<file path="src/rtl/ws2812_frame_driver.sv">
// WS2812 chain driver: internal GRB pixel RAM, brightness scaling, one-shot or continuous frame refresh.
// Outputs are registered from the FSM state, so they lag the internal state by one cycle.
module ws2812_frame_driver #(
    parameter int unsigned LED_NUM  = 32,
    parameter int unsigned ADDR_W   = 6,
    parameter int unsigned T0H_CYC  = 20,
    parameter int unsigned T1H_CYC  = 40,
    parameter int unsigned TBIT_CYC = 63,
    parameter int unsigned TRST_CYC = 15000
) (
    input  logic              clk,
    input  logic              rst_n,
    input  logic              wr_en,
    input  logic [ADDR_W-1:0] wr_addr,
    input  logic [23:0]       wr_data,
    input  logic              start,
    input  logic              cont_mode,
    input  logic [7:0]        brightness,
    output logic              busy,
    output logic              frame_done,
    output logic              signal_out
);
    localparam int unsigned CW = $clog2(TBIT_CYC);
    localparam int unsigned GW = $clog2(TRST_CYC);
    localparam logic [ADDR_W-1:0] LAST_PIX = ADDR_W'(LED_NUM - 1);

    typedef enum logic [1:0] {IDLE, FETCH, BIT, GAP} state_t;

    state_t            state_q, state_d;
    logic [7:0]        br_q, br_d;
    logic [23:0]       sh_q, sh_d;
    logic [CW-1:0]     bcnt_q, bcnt_d;
    logic [4:0]        bidx_q, bidx_d;
    logic [ADDR_W-1:0] pix_q, pix_d;
    logic [GW-1:0]     gcnt_q, gcnt_d;
    logic              busy_q, busy_d;
    logic              done_q, done_d;
    logic              sig_q, sig_d;

    logic [23:0]       mem [0:(1<<ADDR_W)-1];
    logic [ADDR_W-1:0] fetch_addr;
    logic [23:0]       fetch_raw;
    logic [23:0]       fetch_px;

    function automatic logic [7:0] scale(input logic [7:0] c, input logic [7:0] b);
        logic [15:0] p;
        p = {8'd0, c} * ({8'd0, b} + 16'd1);
        return 8'(p >> 8);
    endfunction

    always_ff @(posedge clk) begin
        if (wr_en && (32'(wr_addr) < LED_NUM))
            mem[wr_addr] <= wr_data;
    end

    // Same-edge write bypass: a write landing on the fetch edge is seen by that fetch.
    always_comb begin
        fetch_addr = (state_q == FETCH) ? '0 : pix_q + 1'b1;
        fetch_raw  = (wr_en && (wr_addr == fetch_addr)) ? wr_data : mem[fetch_addr];
        fetch_px   = {scale(fetch_raw[23:16], br_q), scale(fetch_raw[15:8], br_q),
                      scale(fetch_raw[7:0], br_q)};
    end

    always_comb begin
        state_d = state_q;
        br_d    = br_q;
        sh_d    = sh_q;
        bcnt_d  = bcnt_q;
        bidx_d  = bidx_q;
        pix_d   = pix_q;
        gcnt_d  = gcnt_q;
        busy_d  = (state_q != IDLE);
        done_d  = (state_q == GAP) && (gcnt_q == GW'(TRST_CYC - 1));
        sig_d   = (state_q == BIT) &&
                  (bcnt_q < (sh_q[23] ? CW'(T1H_CYC) : CW'(T0H_CYC)));
        unique case (state_q)
            IDLE: begin
                if (start) begin
                    state_d = FETCH;
                    br_d    = brightness;
                end
            end
            FETCH: begin
                sh_d    = fetch_px;
                bcnt_d  = '0;
                bidx_d  = '0;
                pix_d   = '0;
                state_d = BIT;
            end
            BIT: begin
                if (bcnt_q == CW'(TBIT_CYC - 1)) begin
                    bcnt_d = '0;
                    if (bidx_q == 5'd23) begin
                        bidx_d = '0;
                        if (pix_q == LAST_PIX) begin
                            state_d = GAP;
                            gcnt_d  = '0;
                        end else begin
                            pix_d = pix_q + 1'b1;
                            sh_d  = fetch_px;
                        end
                    end else begin
                        bidx_d = bidx_q + 5'd1;
                        sh_d   = {sh_q[22:0], 1'b0};
                    end
                end else begin
                    bcnt_d = bcnt_q + 1'b1;
                end
            end
            GAP: begin
                if (gcnt_q == GW'(TRST_CYC - 1)) begin
                    if (cont_mode) begin
                        state_d = FETCH;
                        br_d    = brightness;
                    end else begin
                        state_d = IDLE;
                    end
                end else begin
                    gcnt_d = gcnt_q + 1'b1;
                end
            end
            default: state_d = IDLE;
        endcase
    end

    always_ff @(posedge clk or negedge rst_n) begin
        if (!rst_n) begin
            state_q <= IDLE;
            br_q    <= '0;
            sh_q    <= '0;
            bcnt_q  <= '0;
            bidx_q  <= '0;
            pix_q   <= '0;
            gcnt_q  <= '0;
            busy_q  <= 1'b0;
            done_q  <= 1'b0;
            sig_q   <= 1'b0;
        end else begin
            state_q <= state_d;
            br_q    <= br_d;
            sh_q    <= sh_d;
            bcnt_q  <= bcnt_d;
            bidx_q  <= bidx_d;
            pix_q   <= pix_d;
            gcnt_q  <= gcnt_d;
            busy_q  <= busy_d;
            done_q  <= done_d;
            sig_q   <= sig_d;
        end
    end

    assign busy       = busy_q;
    assign frame_done = done_q;
    assign signal_out = sig_q;

endmodule

</file>
<file path="config.mk">
export PLATFORM = sky130hd
export DESIGN_NAME = ws2812_frame_driver
export DESIGN_NICKNAME = d
export VERILOG_FILES = /design/src/rtl/ws2812_frame_driver.sv
export SDC_FILE = /design/constraint.sdc
export NUM_CORES = 2
export LEC_CHECK = 0
export BUFFER_PORTS_ARGS = -buffer_cell sky130_fd_sc_hd__buf_2
export CAP_MARGIN = 20
export CORE_MARGIN = 4
export CORE_UTILIZATION = 55
export CTS_BUF_LIST = sky130_fd_sc_hd__clkbuf_4
export DETAILED_ROUTE_END_ITERATION = 10
export GPL_ROUTABILITY_DRIVEN = 0
export PLACE_DENSITY_LB_ADDON = 0.15
export SLEW_MARGIN = 15
export SYNTH_ARGS = -nofsm -noshare
export SYNTH_HDL_FRONTEND = slang
export SYNTH_SLANG_ARGS = --single-unit
</file>
<file path="constraint.sdc">
create_clock -name clk -period 18.1 [get_ports clk]
set_clock_uncertainty 0.05 [all_clocks]
set_input_delay 2.715 -clock clk [delete_from_list [all_inputs] [get_ports clk]]
set_output_delay 2.715 -clock clk [all_outputs]
set_load 0.005 [all_outputs]
</file>
; ---- Yosys cells after proc, flatten, opt, wreduce, memory -nomap -nowiden
; Memory sizes are Yosys's and may differ from the RTL's.
; Cells that the tools add are included.
[word_totals]
reg_bits = 68
latchBits = 0
ramBits = 1536
romBits = 0
output_inout_bits = 3
wordCells = 87
mem_count = 1
[op_classes]
add_sub_neg = 5
n_mul = 3
n_div = 0
magnitude_cmp = 2
n_eq_ne = 17
shifts = 0
muxes = 34
bitwise_logic = 0
n_reduce_logical = 15
[mem_list]
columns = name, depth, word_bits, rd, rd_clocked_by_memory_dff, wr, line
row1 = mem, 64, 24, 1, 0, 1, 40  ; logic [23:0] mem [0:(1<<ADDR_W)-1];
[ops]
columns = cell, count
row1 = 24-bit 2-to-1 mux, 4
row2 = 14-bit 2-to-1 mux, 4
row3 = 24-bit case mux with 2 select lines, 1
row4 = 6-bit 2-to-1 mux, 6
row5 = 8-bit by 16-bit multiplier with 16-bit output, 2
row6 = 14-bit case mux with 2 select lines, 1
row7 = 8-bit 2-to-1 mux, 3
row8 = 6-bit case mux with 2 select lines, 2
row9 = 8-bit by 9-bit multiplier with 16-bit output, 1
row10 = 8-bit case mux with 2 select lines, 1
row11 = "14-bit by 1-bit adder with 14-bit output, second input constant", 1
row12 = "14-bit equality test, second input constant", 1
row13 = "6-bit by 1-bit adder with 6-bit output, second input constant", 2
row14 = 2-bit 2-to-1 mux, 5
row15 = 5-bit 2-to-1 mux, 2
row16 = 5-bit case mux with 2 select lines, 1
row17 = 5-bit AND reduction, 2
row18 = "8-bit by 1-bit adder with 9-bit output, second input constant", 1
row19 = "2-bit by 1-bit inequality test with 1-bit output, second input constant", 4
row20 = "2-bit inequality test, second input constant", 4
row21 = 2-bit case mux with 4 select lines, 1
row22 = 4-bit AND reduction, 2
row23 = 2-bit nonzero test, 4
row24 = "6-bit by 5-bit equality test with 1-bit output, second input constant", 1
row25 = 14 further kinds, 20

; ---- Depth between registers and ports, before layout
[depth]
ltp_word = 10
ltp_mapped = 38

; ---- Worst setup path after synthesis
; OpenSTA, ideal clock, no wires.
[synth_path]
path_kind = in2reg
from = input wr_addr[5]
to = register sh_q[23]
setup_ps = 138
arrival_ps = 8679
path_slack_ps = 9233
stages = 25
n_path_buf = 4
path_cell_list = nor2_1 o211a_1 a311o_1 nor4_2 buf_4 buf_4 clkbuf_1 clkbuf_1 o21ai_1 and2_1 fa_1 inv_1 fa_1 inv_1 fa_1 fa_1 ha_1 nand4_1 nor4bb_1 nand2_1 o31ai_2 a21oi_1 or3b_1 a41oi_1 a22oi_1
[synth_via]
elab_chain_len = 8
[synth_rtl]
columns = item, line
row1 = "start, declared", 14  ; input logic [ADDR_W-1:0] wr_addr,
row2 = 6-bit equality test (*), 59  ; fetch_raw = (wr_en && (wr_addr == fetch_addr)) ? wr_data : mem[fetch_addr];
row3 = 1-bit logical AND (*), 59
row4 = 24-bit 2-to-1 mux (*), 59
row5 = 8-bit by 16-bit multiplier with 16-bit output (*), 47  ; p = {8'd0, c} * ({8'd0, b} + 16'd1);
row6 = 24-bit 2-to-1 mux, 95  ; if (pix_q == LAST_PIX) begin
row7 = 24-bit 2-to-1 mux, 93  ; if (bidx_q == 5'd23) begin
row8 = 24-bit 2-to-1 mux, 91  ; if (bcnt_q == CW'(TBIT_CYC - 1)) begin
row9 = 24-bit case mux with 2 select lines (*), 76  ; unique case (state_q)
row10 = "end signal, assigned", 130  ; sh_q <= '0;
row11 = "end signal, assigned", 141  ; sh_q <= sh_d;
row12 = "end, declared", 31  ; logic [23:0] sh_q, sh_d;
; Mark *: on every way between the ends. The rest lies on a longest branch, timed or not. The select of a mux whose other input is x is not followed.
; A chain may end at the register's enable or synchronous reset.

; ---- Final worst setup path
[layout_path]
from = register pix_q[0]
to = register sh_q[23]
[layout_via]
elab_chain_len = 10
word_cells_on_any_way = 14
classes_between = add/sub (1) / mul (1) / eq/ne (3) / mux (6) / reduce/logical (2) / memory (1)
[layout_rtl]
columns = item, line
row1 = "start, declared", 34  ; logic [ADDR_W-1:0] pix_q, pix_d;
row2 = "start signal, assigned", 144  ; pix_q <= pix_d;
row3 = "parallel branches: the longest is 10 deep, another holds memory read 64 x 24 bit", n/a
; Parallel ways; which one is timed is not known. The select of a mux whose other input is x is not followed.

==> impl_summary.log <==
[metrics] run status: complete, no violations
[metrics] arrival time of the worst setup path: 11.38 ns
[metrics] highest routing layer actually used: met4
[metrics] count of nets left with antenna violations after detail routing: 0
[metrics] Cell Area, Synth: slightly below 70,000 µm²
[metrics] worst flop-to-flop path endpoint: sh_q[23]
[metrics] initial cell density of the core: between 50% and 60%
[metrics] internal reg-to-reg setup slack: 7.72 ns
[metrics] proportion of layout cells with a drive suffix above 1: 19.11%
[metrics] Post-Route Setup TNS: 0 ns
[metrics] simple-gate portion of the synthesized area: 5.577%
[metrics] worst-path fanout max: 52
[metrics] # DRC: 0
[metrics] worst hold slack after final layout: 0.4339 ns
[metrics] wire length on met1: 68,280 µm
[metrics] count of buffers inserted at the top-level ports: 45
[metrics] leakage component of the power: 29.25 nW
[metrics] Total Nets Final: 5,684
[metrics] GRT Residual Overflow: 0
[metrics] Resized cells post-CTS: 0
[metrics] compound-gate portion of the synthesized area: just under 9%
[metrics] horizontal extent of the die: 363.8 µm
[metrics] power after layout: 7.530 mW
[metrics] most common cell after layout, fill and taps aside: edfxtp_1
[metrics] largest cells by area after synthesis: edfxtp_1 (66%), mux4_2 (5.8%), fa_1 (3.4%), dfrtp_1 (2.4%), a221oi_1 (2.2%)
[metrics] number of buffers inserted to repair setup after CTS: 0
[metrics] adder and majority gate portion of the synthesized area: 5.408%
[metrics] critical path startpoint category: flop
[metrics] Async SR Flop Fraction: between 4 and 5%
[metrics] slowest cell delay on critical path: between 0.7 and 0.8 ns
[metrics] max-cap violation count: 0
[metrics] worst setup path startpoint: pix_q[0]
[metrics] RSZ-0062 raised after global routing: false
[metrics] global-route wire length before repair: 255,800 µm
[metrics] share of synthesized area occupied by flip-flops and latches: between 60% and 70%
[metrics] Worst Path Required: 19.10 ns
[metrics] Iteration-0 DRC Markers: 4,220
[metrics] post-cts hold buffer count: 0
[metrics] top flip-flop cell by instance count after synthesis: edfxtp_1
[metrics] top cell type's share of synthesized area: 66.23%
[metrics] initial antenna violation count: 4
[metrics] pin count of the biggest net entering global routing: about 130
[metrics] clock latency on the worst-skew pair: 1.31 ns
[metrics] setup violators final: 0
[metrics] total of fill cells in the finished design: 9,560
[metrics] endpoint type of the worst setup path: flop
[metrics] maximum clock frequency: 0.09633 GHz
[metrics] number of different library cells in the post-synthesis netlist: 89
[metrics] met2 routed WL: 79,630 µm
[metrics] type of the worst min-delay path: reg2reg
[metrics] endpoints failing hold: 0
[metrics] number of enable flip-flop cells after synthesis: 1,536
[metrics] Internal Power: 5.888 mW
[metrics] area of the placeable core: approximately 130,000 µm²
[metrics] synthesis-to-finish area growth: 14.85%
[metrics] drt via density: 5.773
[metrics] Reg2Reg Launch Point: pix_q[0]
[metrics] commonest cells after routing, fill and taps aside: edfxtp_1 (1,536), conb_1 (768), clkbuf_4 (594)
[metrics] relative contribution of combinational cells to total power: under 10%
[metrics] top-level port count: 46
[metrics] mean cell area of the mapped netlist: 16.12 µm²
[metrics] multiplexer fraction of the synthesized cell area: 8.002%
[metrics] maximum resistive drop on vdd: 76.38 µV
[metrics] first-pass iteration count of the detailed router: 6
[metrics] wire per inst: 22.89 µm
[metrics] Syn. warnings: 0
[metrics] met3 wire length: 14,440 µm
[metrics] die boundary height: between 300 and 400 µm
[metrics] number of storage elements in the synthesis netlist: 1,604
[metrics] post-synthesis instance total: 4,320
[metrics] die outline area: ~130,000 µm²
[metrics] ratio of total power to cell area: 94.15 nW/µm²
[metrics] Switching Power: 1.643 mW
[metrics] clock share of power: 38.3%
[metrics] max_slew headroom: between 20% and 30%
[metrics] fin crit period: 10.38 ns
[metrics] Critical Path End: sh_q[23]
[metrics] number of buffers between clock root and the deepest sink: 4
[metrics] number of CTS-inserted buffers: roughly 420
[metrics] routed vias: 42,236
[metrics] Clk pin slew, worst setup/hold paths: 0.07 ns
[metrics] final worst path period share: about 57%
[metrics] count of cells along the worst register-to-register path: 30
[metrics] DPL Wire Length: 93,330 µm
[metrics] root buffer cell: clkbuf_4
[metrics] overall fraction of global-route tracks in use: 25.78%
[metrics] row cnt: 130
[metrics] main combinational cell family by area after synthesis: compound AO/OA/AOI/OAI gates
[metrics] via count of the first global-routing pass: 42,878
[metrics] CTS sink count: 1,604
[metrics] transition time at the pin with the least slew margin: 1.148 ns
[metrics] TritonCTS clock tree: yes
[metrics] deepest level of the CTS H-tree: 5
[metrics] total wirelength of the detailed-routed design: 167,500 µm
[metrics] xor and xnor fraction of the mapped netlist area: 0.7726%
[metrics] post-synth top area cell: edfxtp_1
[metrics] Pins Over Slew Limit: 0
[metrics] type of the worst setup path: reg2reg
[metrics] sequential fraction of design power: 56.7%
[metrics] cell with the largest stage delay on the worst path: nor2_4
[metrics] switching share of power: 21.82%
[flip-flops by register name (all words and copies together), names as in the netlist]
signal / cells
pix_q: 6
bidx_q: 5
bcnt_q: 6
gcnt_q: 14
state_q: 2
sh_q: 24
signal_out: 1
mem: 1536
br_q: 8
busy: 1
frame_done: 1
[worst max-delay path: cells and delay by family (launching register included)]
family	cells	cell delay, ns
xor gates and xnor gates	1	0.22
muxes	1	0.40
DFF	1	0.57
and+or+nand+nor	8	2.20
buffers and inverters	6	2.22
AOI/OAI and AO/OA	8	1.72
adders and majority gates	6	2.67
[power by group through the flow]
stage | combinational, mW | clock, mW | sequential (mW)
after global placement | 0.365 | 0 | 4.34
after CTS | 0.376 | 2.97 | 4.27
after floorplan | 0.247 | 0 | 4.33
final | 0.379 | 2.88 | 4.27
after detailed placement | 0.374 | 0 | 4.35
after global routing | 0.436 | 3.18 | 4.28
[logic make-up after synthesis]
kind of cell / after synthesis
DFF: 1604
AOI/OAI and AO/OA: 827
and+or+nand+nor: 814
buffers and inverters: 458
muxes: 329
adders and majority gates: 229
xor gates and xnor gates: 58
other: 1
[synthesized netlist by cell type, types with 12 or more instances]
| library cell | n |
|---|---|
| o311ai_0 | 12 |
| a221oi_1 | 176 |
| o211ai_1 | 28 |
| or3_1 | 22 |
| clkbuf_1 | 124 |
| ha_1 | 109 |
| nor3_1 | 106 |
| inv_1 | 184 |
| o31ai_1 | 15 |
| buf_1 | 19 |
| and2_1 | 82 |
| buf_2 | 98 |
| a211oi_1 | 113 |
| nand2_1 | 252 |
| buf_4 | 29 |
| nor2_1 | 171 |
| nand2b_1 | 19 |
| nor2b_1 | 25 |
| mux2_2 | 32 |
| or2_2 | 15 |
| a21o_1 | 13 |
| a21oi_1 | 118 |
| a31oi_1 | 23 |
| xor2_1 | 20 |
| dfrtp_1 | 68 |
| a311oi_1 | 15 |
| mux2i_1 | 118 |
| o2111ai_1 | 15 |
| xnor2_1 | 34 |
| a221o_1 | 13 |
| a22oi_1 | 26 |
| edfxtp_1 | 1536 |
| and3_1 | 23 |
| o21ai_0 | 100 |
| o22ai_1 | 26 |
| nand4_1 | 12 |
| a32oi_1 | 27 |
| mux4_2 | 179 |
| fa_1 | 120 |
| o221ai_1 | 15 |
| nand3_1 | 61 |
[metrics by stage]
stage	std cells	setup WS, ns	util (%)	cell area, µm²
floorplan	5087	9.233	-	72520
global placement	6635	7.923	59.60	74940
detailed placement	6639	7.799	59.67	75020
CTS	7301	7.744	63.47	79800
global route	7315	6.983	63.61	79980
finish	7316	7.719	63.62	79990
[routing by layer]
layer | vias to the layer above | GRT usage [%]
met4 | 0 | 9.498
met3 | 352 | 5.493
met2 | 1831 | 41.10
li1 | 18747 | -
met5 | - | 0
met1 | 21306 | 35.49
[worst min-delay path by stage]
stage                to  cells after the start  startpoint
5_1_grt        sh_q[10]                      2    sh_q[10]
2_1_floorplan  sh_q[10]                      2    sh_q[10]
6_report        sh_q[1]                      2     sh_q[1]
3_5_place_dp   sh_q[20]                      2    sh_q[20]
4_1_cts        sh_q[20]                      2    sh_q[20]
3_3_place_gp   sh_q[10]                      2    sh_q[10]
[layout make-up]
cell class | count | area (µm²) | area share [%]
inverters | 185 | 701.9 | 0.8776
flip-flops and latches | 1604 | 47830 | 59.80
clock inverters | 68 | 317.8 | 0.3973
multi-input cells | 3025 | 23140 | 28.93
repair buffers | 181 | 1453 | 1.816
diodes | 9 | 22.52 | 0.02816
clock buffers | 594 | 4459 | 5.575
well taps | 1650 | 2064 | 2.581
Note: power is estimated with default switching activity, not from simulation.
